### config.mk
export PLATFORM = sky130hd
export DESIGN_NAME = multicycle_adder_flat
export DESIGN_NICKNAME = d
export VERILOG_FILES = /design/src/rtl/multicycle_adder_pkg.sv /design/src/rtl/multicycle_adder_if.sv /design/src/rtl/multicycle_adder_chunk_adder.sv /design/src/rtl/multicycle_adder.sv /design/src/flat_wrapper.sv
export SDC_FILE = /design/constraint.sdc
export NUM_CORES = 1
export LEC_CHECK = 0
export ABC_CLOCK_PERIOD_IN_PS = 6000
export CORE_ASPECT_RATIO = 0.6
export CORE_MARGIN = 2
export CORE_UTILIZATION = 57
export CTS_BUF_LIST = sky130_fd_sc_hd__clkbuf_2 sky130_fd_sc_hd__clkbuf_4 sky130_fd_sc_hd__clkbuf_8
export DETAILED_ROUTE_END_ITERATION = 10
export PLACE_DENSITY = 0.86
export SYNTH_ARGS = -nofsm -noshare
export SYNTH_HDL_FRONTEND = slang
export SYNTH_SLANG_ARGS = --single-unit
### constraint.sdc
create_clock -name clk -period 6 [get_ports clk]
set_clock_uncertainty 0.2 [all_clocks]
set_input_delay 1.2 -clock clk [delete_from_list [all_inputs] [get_ports clk]]
set_output_delay 1.2 -clock clk [all_outputs]
set_load 0.005 [all_outputs]
### src/rtl/multicycle_adder_pkg.sv
// Shared definitions for the multi-cycle add/subtract unit: FSM encodings and
// the counter-width helper.
package multicycle_adder_pkg;

   localparam logic [1:0] S_IDLE = 2'd0;
   localparam logic [1:0] S_RUN  = 2'd1;
   localparam logic [1:0] S_DONE = 2'd2;

   // Bits needed to index n chunks, never less than one.
   function automatic int cnt_width(input int n);
      int w;
      w = 1;
      while ((1 << w) < n) w++;
      return w;
   endfunction

endpackage

### src/rtl/multicycle_adder_if.sv
// Request/result bundle of the multi-cycle adder. Handshake: start is only
// accepted while busy is low; done pulses for one cycle when r/ovf are updated.
interface multicycle_adder_if #(
   parameter int WIDTH = 8
);
   logic             start;
   logic             op_sub;
   logic             cin;
   logic [WIDTH-1:0] x;
   logic [WIDTH-1:0] y;
   logic             busy;
   logic             done;
   logic [WIDTH:0]   r;
   logic             ovf;

   modport master (output start, op_sub, cin, x, y, input busy, done, r, ovf);
   modport slave  (input start, op_sub, cin, x, y, output busy, done, r, ovf);
endinterface

### src/rtl/multicycle_adder_chunk_adder.sv
// Combinational CHUNK-bit adder; every carry is formed directly from the
// generate/propagate terms and the carry-in (lookahead, no ripple).
module chunk_adder #(
   parameter int CHUNK = 2
) (
   input  logic [CHUNK-1:0] a_i,
   input  logic [CHUNK-1:0] b_i,
   input  logic             ci_i,
   output logic [CHUNK-1:0] s_o,
   output logic             co_o
);
   logic [CHUNK-1:0] g;
   logic [CHUNK-1:0] p;
   logic [CHUNK:0]   c;
   logic             term;

   assign g = a_i & b_i;
   assign p = a_i ^ b_i;

   // c[i+1] = OR_j (g[j] & p[j+1..i])  |  (p[0..i] & ci)
   always_comb begin
      c    = '0;
      term = 1'b0;
      c[0] = ci_i;
      for (int i = 0; i < CHUNK; i++) begin
         term = ci_i;
         for (int j = 0; j <= i; j++) term = term & p[j];
         c[i+1] = term;
         for (int j = 0; j <= i; j++) begin
            term = g[j];
            for (int k = j + 1; k <= i; k++) term = term & p[k];
            c[i+1] = c[i+1] | term;
         end
      end
   end

   assign s_o  = p ^ c[CHUNK-1:0];
   assign co_o = c[CHUNK];
endmodule

### src/rtl/multicycle_adder.sv
// Multi-cycle WIDTH-bit add/subtract: one CHUNK-bit slice per clock through a
// single chunk_adder, result and signed overflow published with a done pulse.
module multicycle_adder
   import multicycle_adder_pkg::*;
#(
   parameter int WIDTH = 8,
   parameter int CHUNK = 2
) (
   input  logic                clk,
   input  logic                rst,
   multicycle_adder_if.slave   bus,
   output logic [1:0]          state_o
);
   localparam int NCHUNK = WIDTH / CHUNK;
   localparam int CNT_W  = cnt_width(NCHUNK);
   localparam logic [CNT_W-1:0] LAST       = CNT_W'(NCHUNK - 1);
   localparam logic [WIDTH-1:0] CHUNK_MASK = WIDTH'({CHUNK{1'b1}});

   logic [1:0]       state_q, state_d;
   logic [CNT_W-1:0] cnt_q, cnt_d;
   logic [WIDTH-1:0] xa_q, xa_d;
   logic [WIDTH-1:0] yb_q, yb_d;
   logic             carry_q, carry_d;
   logic [WIDTH-1:0] sum_q, sum_d;
   logic [WIDTH:0]   r_q, r_d;
   logic             ovf_q, ovf_d;
   logic             done_q;

   logic [31:0]      sh;
   logic [CHUNK-1:0] ca, cb, cs;
   logic             cco;

   assign sh = 32'(cnt_q) * CHUNK;
   assign ca = CHUNK'(xa_q >> sh);
   assign cb = CHUNK'(yb_q >> sh);

   chunk_adder #(.CHUNK(CHUNK)) u_chunk (
      .a_i (ca),
      .b_i (cb),
      .ci_i(carry_q),
      .s_o (cs),
      .co_o(cco)
   );

   always_comb begin
      state_d = state_q;
      cnt_d   = cnt_q;
      xa_d    = xa_q;
      yb_d    = yb_q;
      carry_d = carry_q;
      sum_d   = sum_q;
      r_d     = r_q;
      ovf_d   = ovf_q;
      case (state_q)
         S_IDLE: if (bus.start) begin
            xa_d    = bus.x;
            yb_d    = bus.op_sub ? ~bus.y : bus.y;
            carry_d = bus.op_sub ? 1'b1 : bus.cin;
            cnt_d   = '0;
            state_d = S_RUN;
         end
         S_RUN: begin
            sum_d   = (sum_q & ~(CHUNK_MASK << sh)) | (WIDTH'(cs) << sh);
            carry_d = cco;
            cnt_d   = cnt_q + 1'b1;
            // r/ovf only change on the last slice, so partial sums never show.
            if (cnt_q == LAST) begin
               r_d     = {cco, sum_d};
               ovf_d   = (xa_q[WIDTH-1] == yb_q[WIDTH-1]) && (sum_d[WIDTH-1] != xa_q[WIDTH-1]);
               state_d = S_DONE;
            end
         end
         S_DONE:  state_d = S_IDLE;
         default: state_d = S_IDLE;
      endcase
   end

   always_ff @(posedge clk) begin
      if (rst) begin
         state_q <= S_IDLE;
         cnt_q   <= '0;
         xa_q    <= '0;
         yb_q    <= '0;
         carry_q <= 1'b0;
         sum_q   <= '0;
         r_q     <= '0;
         ovf_q   <= 1'b0;
         done_q  <= 1'b0;
      end else begin
         state_q <= state_d;
         cnt_q   <= cnt_d;
         xa_q    <= xa_d;
         yb_q    <= yb_d;
         carry_q <= carry_d;
         sum_q   <= sum_d;
         r_q     <= r_d;
         ovf_q   <= ovf_d;
         done_q  <= (state_q == S_DONE);
      end
   end

   assign bus.busy = (state_q == S_RUN) || (state_q == S_DONE);
   assign bus.done = done_q;
   assign bus.r    = r_q;
   assign bus.ovf  = ovf_q;
   assign state_o  = state_q;
endmodule

### src/flat_wrapper.sv
// flat-port wrapper written by rule: the top's interface ports become plain ports
module multicycle_adder_flat import multicycle_adder_pkg::*;
#(
   parameter int WIDTH = 8,
   parameter int CHUNK = 2
)
  (clk, rst, state_o, bus_start, bus_op_sub, bus_cin, bus_x, bus_y, bus_busy, bus_done, bus_r, bus_ovf);
  multicycle_adder_if #(.WIDTH(WIDTH)) bus_i ();
  input  logic clk;
  input  logic rst;
  output logic [1:0] state_o;
  input wire logic [$bits(bus_i.start)-1:0] bus_start;
  input wire logic [$bits(bus_i.op_sub)-1:0] bus_op_sub;
  input wire logic [$bits(bus_i.cin)-1:0] bus_cin;
  input wire logic [$bits(bus_i.x)-1:0] bus_x;
  input wire logic [$bits(bus_i.y)-1:0] bus_y;
  output wire logic [$bits(bus_i.busy)-1:0] bus_busy;
  output wire logic [$bits(bus_i.done)-1:0] bus_done;
  output wire logic [$bits(bus_i.r)-1:0] bus_r;
  output wire logic [$bits(bus_i.ovf)-1:0] bus_ovf;
  assign bus_i.start = bus_start;
  assign bus_i.op_sub = bus_op_sub;
  assign bus_i.cin = bus_cin;
  assign bus_i.x = bus_x;
  assign bus_i.y = bus_y;
  assign bus_busy = bus_i.busy;
  assign bus_done = bus_i.done;
  assign bus_r = bus_i.r;
  assign bus_ovf = bus_i.ovf;
  multicycle_adder #(.WIDTH(WIDTH), .CHUNK(CHUNK)) u_core (.clk(clk), .rst(rst), .bus(bus_i), .state_o(state_o));
endmodule
; Word-level counts from Yosys, hierarchy flattened
; Index checks and enable logic that the tools add are counted.
[word_totals]
reg_bits = 40
input_bits = 21
out_inout_bits = 14
wordCells = 51
[classes]
addsub = 1
eq_ne = 7
shift = 4
muxes = 9
bitwise = 13
reduce_logical = 8
[op_table]
columns = cell, count
row1 = $not 8->8, 2
row2 = $shr 8x3->2, 2
row3 = $and 8x8->8, 1
row4 = $mux 8, 1
row5 = $or 8x8->8, 1
row6 = $pmux 2 s2, 2
row7 = $reduce_and 2->1, 4
row8 = $shl 2x3->8, 1
row9 = $shl 2x3->8 const A, 1
row10 = $mux 2, 3
row11 = $eq 2x2->1 const B, 2
row12 = $xor 2x2->2, 2
row13 = $and 1x1->1, 3
row14 = $or 1x1->1, 3
row15 = $add 2x1->2 const B, 1
row16 = $and 2x2->2, 1
row17 = $eq 2x1->1 const B, 1
row18 = $logic_not 2->1, 1
row19 = $mux 1, 2
row20 = $ne 2x1->1 const B, 1
row21 = $ne 2x2->1 const B, 1
row22 = $pmux 1 s2, 1
row23 = $reduce_bool 2->1, 1
row24 = $eq 1x1->1, 1
row25 = 3 further kinds, 3

; Longest topological paths before layout
[logic_depth]
ltp_word = 9
ltp_mapped = 8
ltp_nobuf = 6

; Modules after synthesis
; Synthesis repeated with hierarchy kept, for this count alone.
[unflattened]
cells_unflattened = 201
hier_area_um2 = 1864.3
[by_module_without_submodules]
columns = mod, n_inst, cells_per_inst, area_each_um2, seq_area_each_um2
row1 = multicycle_adder, 1, 190, 1771.7, 760.7
row2 = chunk_adder, 1, 11, 92.6, 0.0

; Worst setup path after synthesis
; Ideal clock, no wire load.
[synth_path]
path_type = register to register
from = register u_core.cnt_q[0]
to = register u_core.ovf_q (netlist: u_core.bus.ovf)
setup_time_ps = 91
arrival_time_ps = 2143
required_ps = 5709
path_slack_ps = 3566
path_stages_with_launch = 7
path_buffers = 1
synth_period_minus_slack_ps = 2434
cell_sequence = dfxtp_1 > buf_4 > mux4_2 > fa_1 > xor2_2 > a31o_2 > a311oi_1
[synth_between]
elab_chain_len = 9
elab_cells_between_ends = 16
classes_between = eq/ne: 2 / shift: 4 / bitwise: 8 / reduce/logical: 2
[synth_lines]
columns = item, line_no
row1 = from (decl), multicycle_adder.sv:20  ; logic [CNT_W-1:0] cnt_q, cnt_d;
row2 = from (signal assigned), multicycle_adder.sv:91  ; cnt_q <= cnt_d;
row3 = "$shr 8x3->2, on equally long branches", "multicycle_adder.sv:34, multicycle_adder.sv:35"
row4 = $xor 2x2->2, multicycle_adder_chunk_adder.sv:18  ; assign p = a_i ^ b_i;
row5 = $and 1x1->1, multicycle_adder_chunk_adder.sv:27  ; for (int j = 0; j <= i; j++) term = term & p[j];
row6 = $or 1x1->1, multicycle_adder_chunk_adder.sv:32  ; c[i+1] = c[i+1] | term;
row7 = $xor 2x2->2, multicycle_adder_chunk_adder.sv:37  ; assign s_o = p ^ c[CHUNK-1:0];
row8 = $shl 2x3->8, multicycle_adder.sv:63  ; sum_d = (sum_q & ~(CHUNK_MASK << sh)) | (WIDTH'(cs) << sh);
row9 = $or 8x8->8, multicycle_adder.sv:63
row10 = $ne 1x1->1, multicycle_adder.sv:69  ; ovf_d = (xa_q[WIDTH-1] == yb_q[WIDTH-1]) && (sum_d[WIDTH-1] != xa_q[WIDTH-1]);
row11 = $logic_and 1x1->1, multicycle_adder.sv:69
row12 = to (signal assigned), multicycle_adder.sv:97  ; ovf_q <= ovf_d;
row13 = to (decl), multicycle_adder.sv:26  ; logic ovf_q, ovf_d;
; Parallel ways exist; a longest one is shown, timed or not.
; A chain may end at the register's enable or synchronous reset.

; Worst setup path after layout
[layout_path]
from = register u_core.cnt_q[0]
to = register u_core.r_q[5] (netlist: u_core.bus.r[5])
[layout_between]
elab_chain_len = 7
elab_cells_between_ends = 14
classes_between = eq/ne: 1 / shift: 4 / bitwise: 8 / reduce/logical: 1
[layout_lines]
columns = item, line_no
row1 = "$shr 8x3->2, on equally long branches", "multicycle_adder.sv:34, multicycle_adder.sv:35"
row2 = $xor 2x2->2, multicycle_adder_chunk_adder.sv:18
row3 = $and 1x1->1, multicycle_adder_chunk_adder.sv:27
row4 = $or 1x1->1, multicycle_adder_chunk_adder.sv:32
row5 = $xor 2x2->2, multicycle_adder_chunk_adder.sv:37
row6 = $shl 2x3->8, multicycle_adder.sv:63
row7 = $or 8x8->8, multicycle_adder.sv:63
row8 = to (signal assigned), multicycle_adder.sv:96  ; r_q <= r_d;
row9 = to (decl), multicycle_adder.sv:25  ; logic [WIDTH:0] r_q, r_d;
; Parallel ways exist; a longest one is shown, timed or not.

==> out/summary.txt <==
status: finished clean
Unique masters post-synth: 33
RePlAce Congestion: 0.787
Final Hold Viols: 0
Clk pwr share: 35.6%
Buf/Inv on CP: 0
routed wire length: 3780 um
Vias: 1505
achievable clock frequency: 0.332 GHz
Mapped Area: 1860 um^2
Post-CTS Setup Bufs: 0
WP data required: 6000 ps
slowest stage cell, crit path: dfxtp_1
maxcap violations: 0
GRT Util Overall: 21.8%
setup ws final: 2990 ps
Max-slew headroom: 47.3%
WL/cell: 13.6 um
cts bufs inserted: 5
I/O pin count: 35
# setup viols final: 0
met2 usage: 35.9%
total congestion overflow: 0
final slew viol count: 0
hold depth: 2
NumNets Final: 264
Synth Instances: 207
share of cells above drive strength 1: 7.30%
die height: 48.2 um
met3 usage: 5.93%
r2r endpoint: u_core.bus.r[5]$_SDFFE_PP0P_
Avg Inst Size Synth: 8.98 um^2
CTS clk-pin slew, worst paths: 80 ps
initial antenna violation count: 0
worst hold path endpoint: u_core.xa_q[5]$_SDFFE_PP0P_
share of power burned in registers: 47.2%
Max VDD drop: 0.000148 V
worst skew pair latency: 280 ps
min Tclk post-route: 3010 ps
Largest stage delay, worst path: 830 ps
Comb pwr share: 17.2%
beginning of the worst register-to-register path: u_core.cnt_q[0]$_SDFFE_PP0P_
Place WS: 2860 ps
routed vias/inst: 5.41
Fillers: 236
n_diodes: 0
die footprint: 3750 um^2
Worst Hold Class: flop to flop
ANT nets after route: 0
post-synth top area cell: dfxtp_1
DP HPWL: 2580 um
largest net degree at the start of global routing: 39
worst r2r path cells: 5
family with the most delay on the worst path: flip-flops
sw frac: 26.0%
R2R Setup Slk: 2990 ps
leak pwr: 0.819 nW
critical path class: flop to flop
clock buffer depth: 2
sequential standard cell area: 761 um^2
number of synthesized register bits: 38
Crit. End Element: flop
Post-CTS Hold Fix Bufs: 0
vias in the first global route: 1349
design area: 2280 um^2
Int Pwr: 0.000436 W
RSZ-0062 raised after global routing: false
Detailed Routing Iterations Pass 1: 4
Die W: 77.7 um
area grow syn2layout: 22.6%
CTS tree: yes
H-tree levels: 2
setup TNS: 0 ps
Ys Warns: 0
GR peak layer: met2
Startpoint Class: flop
root buffer cell: clkbuf_8
Port Buffers: 34
top cells by area, synth: dfxtp_1, a211oi_1, ha_1
pwr dens: 258 nW/um^2
CTS resizes: 0
Site Rows: 16
fin crit share: 50.2%
critical path cell sequence: mux4_2 -> fa_1 -> xor2_2 -> a32oi_1 -> a211oi_1
first-pass GRT wire length: 6170 um
Post-DP Area: 2170 um^2
NetSw: 0.000153 W
Initial DRC Count: 90
actual slew at the worst max-slew pin: 790 ps
clock sinks: 38
initial core utilization: 58.4%
core area: 3180 um^2
footprint of the multi-input gates: 976 um^2
Post-route DRC: 0
M1 GR Usage: 29.7%
Mapped Nets: 239
Worst Min Path Start: u_core.xa_q[5]$_SDFFE_PP0P_
share of the synthesized area in the top cell type: 40.9%
crit-path max FO: 18
sequential element share of the synthesized area: 40.9%
crit path DAT: 3010 ps
==> cells in the mapped netlist (all sizes together) <==
| cell | n |
|---|---|
| ha | 10 |
| or3 | 1 |
| and2 | 2 |
| nand4 | 3 |
| nand2 | 24 |
| nor3 | 4 |
| xnor2 | 8 |
| a31o | 1 |
| a21boi | 1 |
| a21oi | 17 |
| nand2b | 2 |
| o211ai | 1 |
| nor2 | 27 |
| o21ai | 1 |
| buf | 13 |
| o21a | 1 |
| fa | 1 |
| inv | 8 |
| nand3 | 2 |
| mux4 | 4 |
| a311oi | 1 |
| xor2 | 2 |
| a32oi | 7 |
| dfxtp | 38 |
| a31oi | 1 |
| a211oi | 18 |
| nor2b | 3 |
| mux2 | 1 |
| a41oi | 1 |
| clkbuf | 4 |
==> placed cells by master (no fill, tap or decap), drive strengths merged <==
| cell | n |
|---|---|
| ha | 10 |
| clkinv | 2 |
| xnor2 | 8 |
| nor3 | 4 |
| nor2b | 3 |
| mux4 | 4 |
| a31o | 1 |
| a21boi | 1 |
| nand4 | 3 |
| clkdlybuf4s50 | 34 |
| o21ai | 1 |
| nand2 | 24 |
| buf | 1 |
| or3 | 1 |
| and2 | 2 |
| nor2 | 27 |
| fa | 1 |
| a21oi | 17 |
| clkbuf | 5 |
| bufinv | 1 |
| nand3 | 2 |
| a41oi | 1 |
| a311oi | 1 |
| o211ai | 1 |
| o21a | 1 |
| dfxtp | 38 |
| mux2 | 1 |
| a32oi | 7 |
| a31oi | 1 |
| xor2 | 2 |
| a211oi | 18 |
| nand2b | 2 |
| inv | 8 |
==> metrics by stage <==
step | instances | utilization (%) | hold WS, ps | power, W
finish | 278 | 71.6 | 259 | 0.000589
global route | 278 | 71.6 | 268 | 0.000617
CTS | 278 | 71.6 | 257 | 0.000593
detailed placement | 270 | 68.2 | 248 | 0.000383
global placement | 270 | 68.2 | 244 | 0.000381
floorplan | 207 | - | 233 | 0.000354
==> power groups by stage <==
stage	Clock (W)	Sequential [W]	Combinational, W
6_report	0.000210	0.000278	0.000101
5_1_grt	0.000223	0.000280	0.000113
4_1_cts	0.000213	0.000278	0.000102
3_5_place_dp	0	0.000284	0.0000994
3_3_place_gp	0	0.000283	0.0000973
2_1_floorplan	0	0.000278	0.0000755
==> kinds of logic (layout without fill, tap and decap cells) <==
logic type                 after synthesis  after routing  share of synthesized area (%)
AOI/OAI and AO/OA                       50             50                           18.4
xor gates and xnor gates                10             10                           5.11
adders and majority gates               11             11                           7.81
buffers and inverters                   25             51                           6.60
DFF                                     38             38                           40.9
muxes                                    5              5                           5.45
and+or+nand+nor                         68             68                           15.7
==> layout make-up <==
type | instances | share of cell area (%)
inverter | 8 | 1.32
tap | 45 | 2.47
clock inverter | 3 | 1.76
sequential | 38 | 33.4
multi-input combinational | 144 | 42.8
timing repair buffer | 35 | 15.3
clock buffer | 5 | 3.02
==> worst reg2reg max path: stages, from the launching register on <==
cell and delay, ps:
dfxtp_1 830, mux4_2 640, fa_1 450, xor2_2 350, a32oi_1 200, a211oi_1 270
==> state kept, by name (all words and copies together), names as in the netlist <==
name,cells
u_core.bus.done,1
u_core.bus.r,9
u_core.bus.ovf,1
u_core.cnt_q,2
u_core.sum_q,6
u_core.carry_q,1
u_core.state_o,2
u_core.yb_q,8
u_core.xa_q,8
==> metal layers <==
metal  up-vias  part of all wire (%)  routed length [um]
met5         -                     0                   0
met3         0                   6.3                 237
li1        775                     -                   -
met4         0                     0                   0
met1       693                    50                1910
met2        37                    43                1640
==> how the worst max path moves through the flow <==
stage	startpoint	to	slack [ps]	depth (start not counted)
floorplan	u_core.cnt_q[0]$_SDFFE_PP0P_	u_core.bus.ovf$_SDFFE_PP0P_	3570	6
global placement	bus_start	u_core.yb_q[0]$_SDFFE_PP0P_	2950	4
detailed placement	bus_start	u_core.yb_q[5]$_SDFFE_PP0P_	2860	4
CTS	u_core.cnt_q[0]$_SDFFE_PP0P_	u_core.bus.r[5]$_SDFFE_PP0P_	2940	5
global route	u_core.cnt_q[0]$_SDFFE_PP0P_	u_core.sum_q[5]$_SDFFE_PP0P_	2750	5
finish	u_core.cnt_q[0]$_SDFFE_PP0P_	u_core.bus.r[5]$_SDFFE_PP0P_	2990	5
No activity file was read; power rests on OpenSTA's default activity.
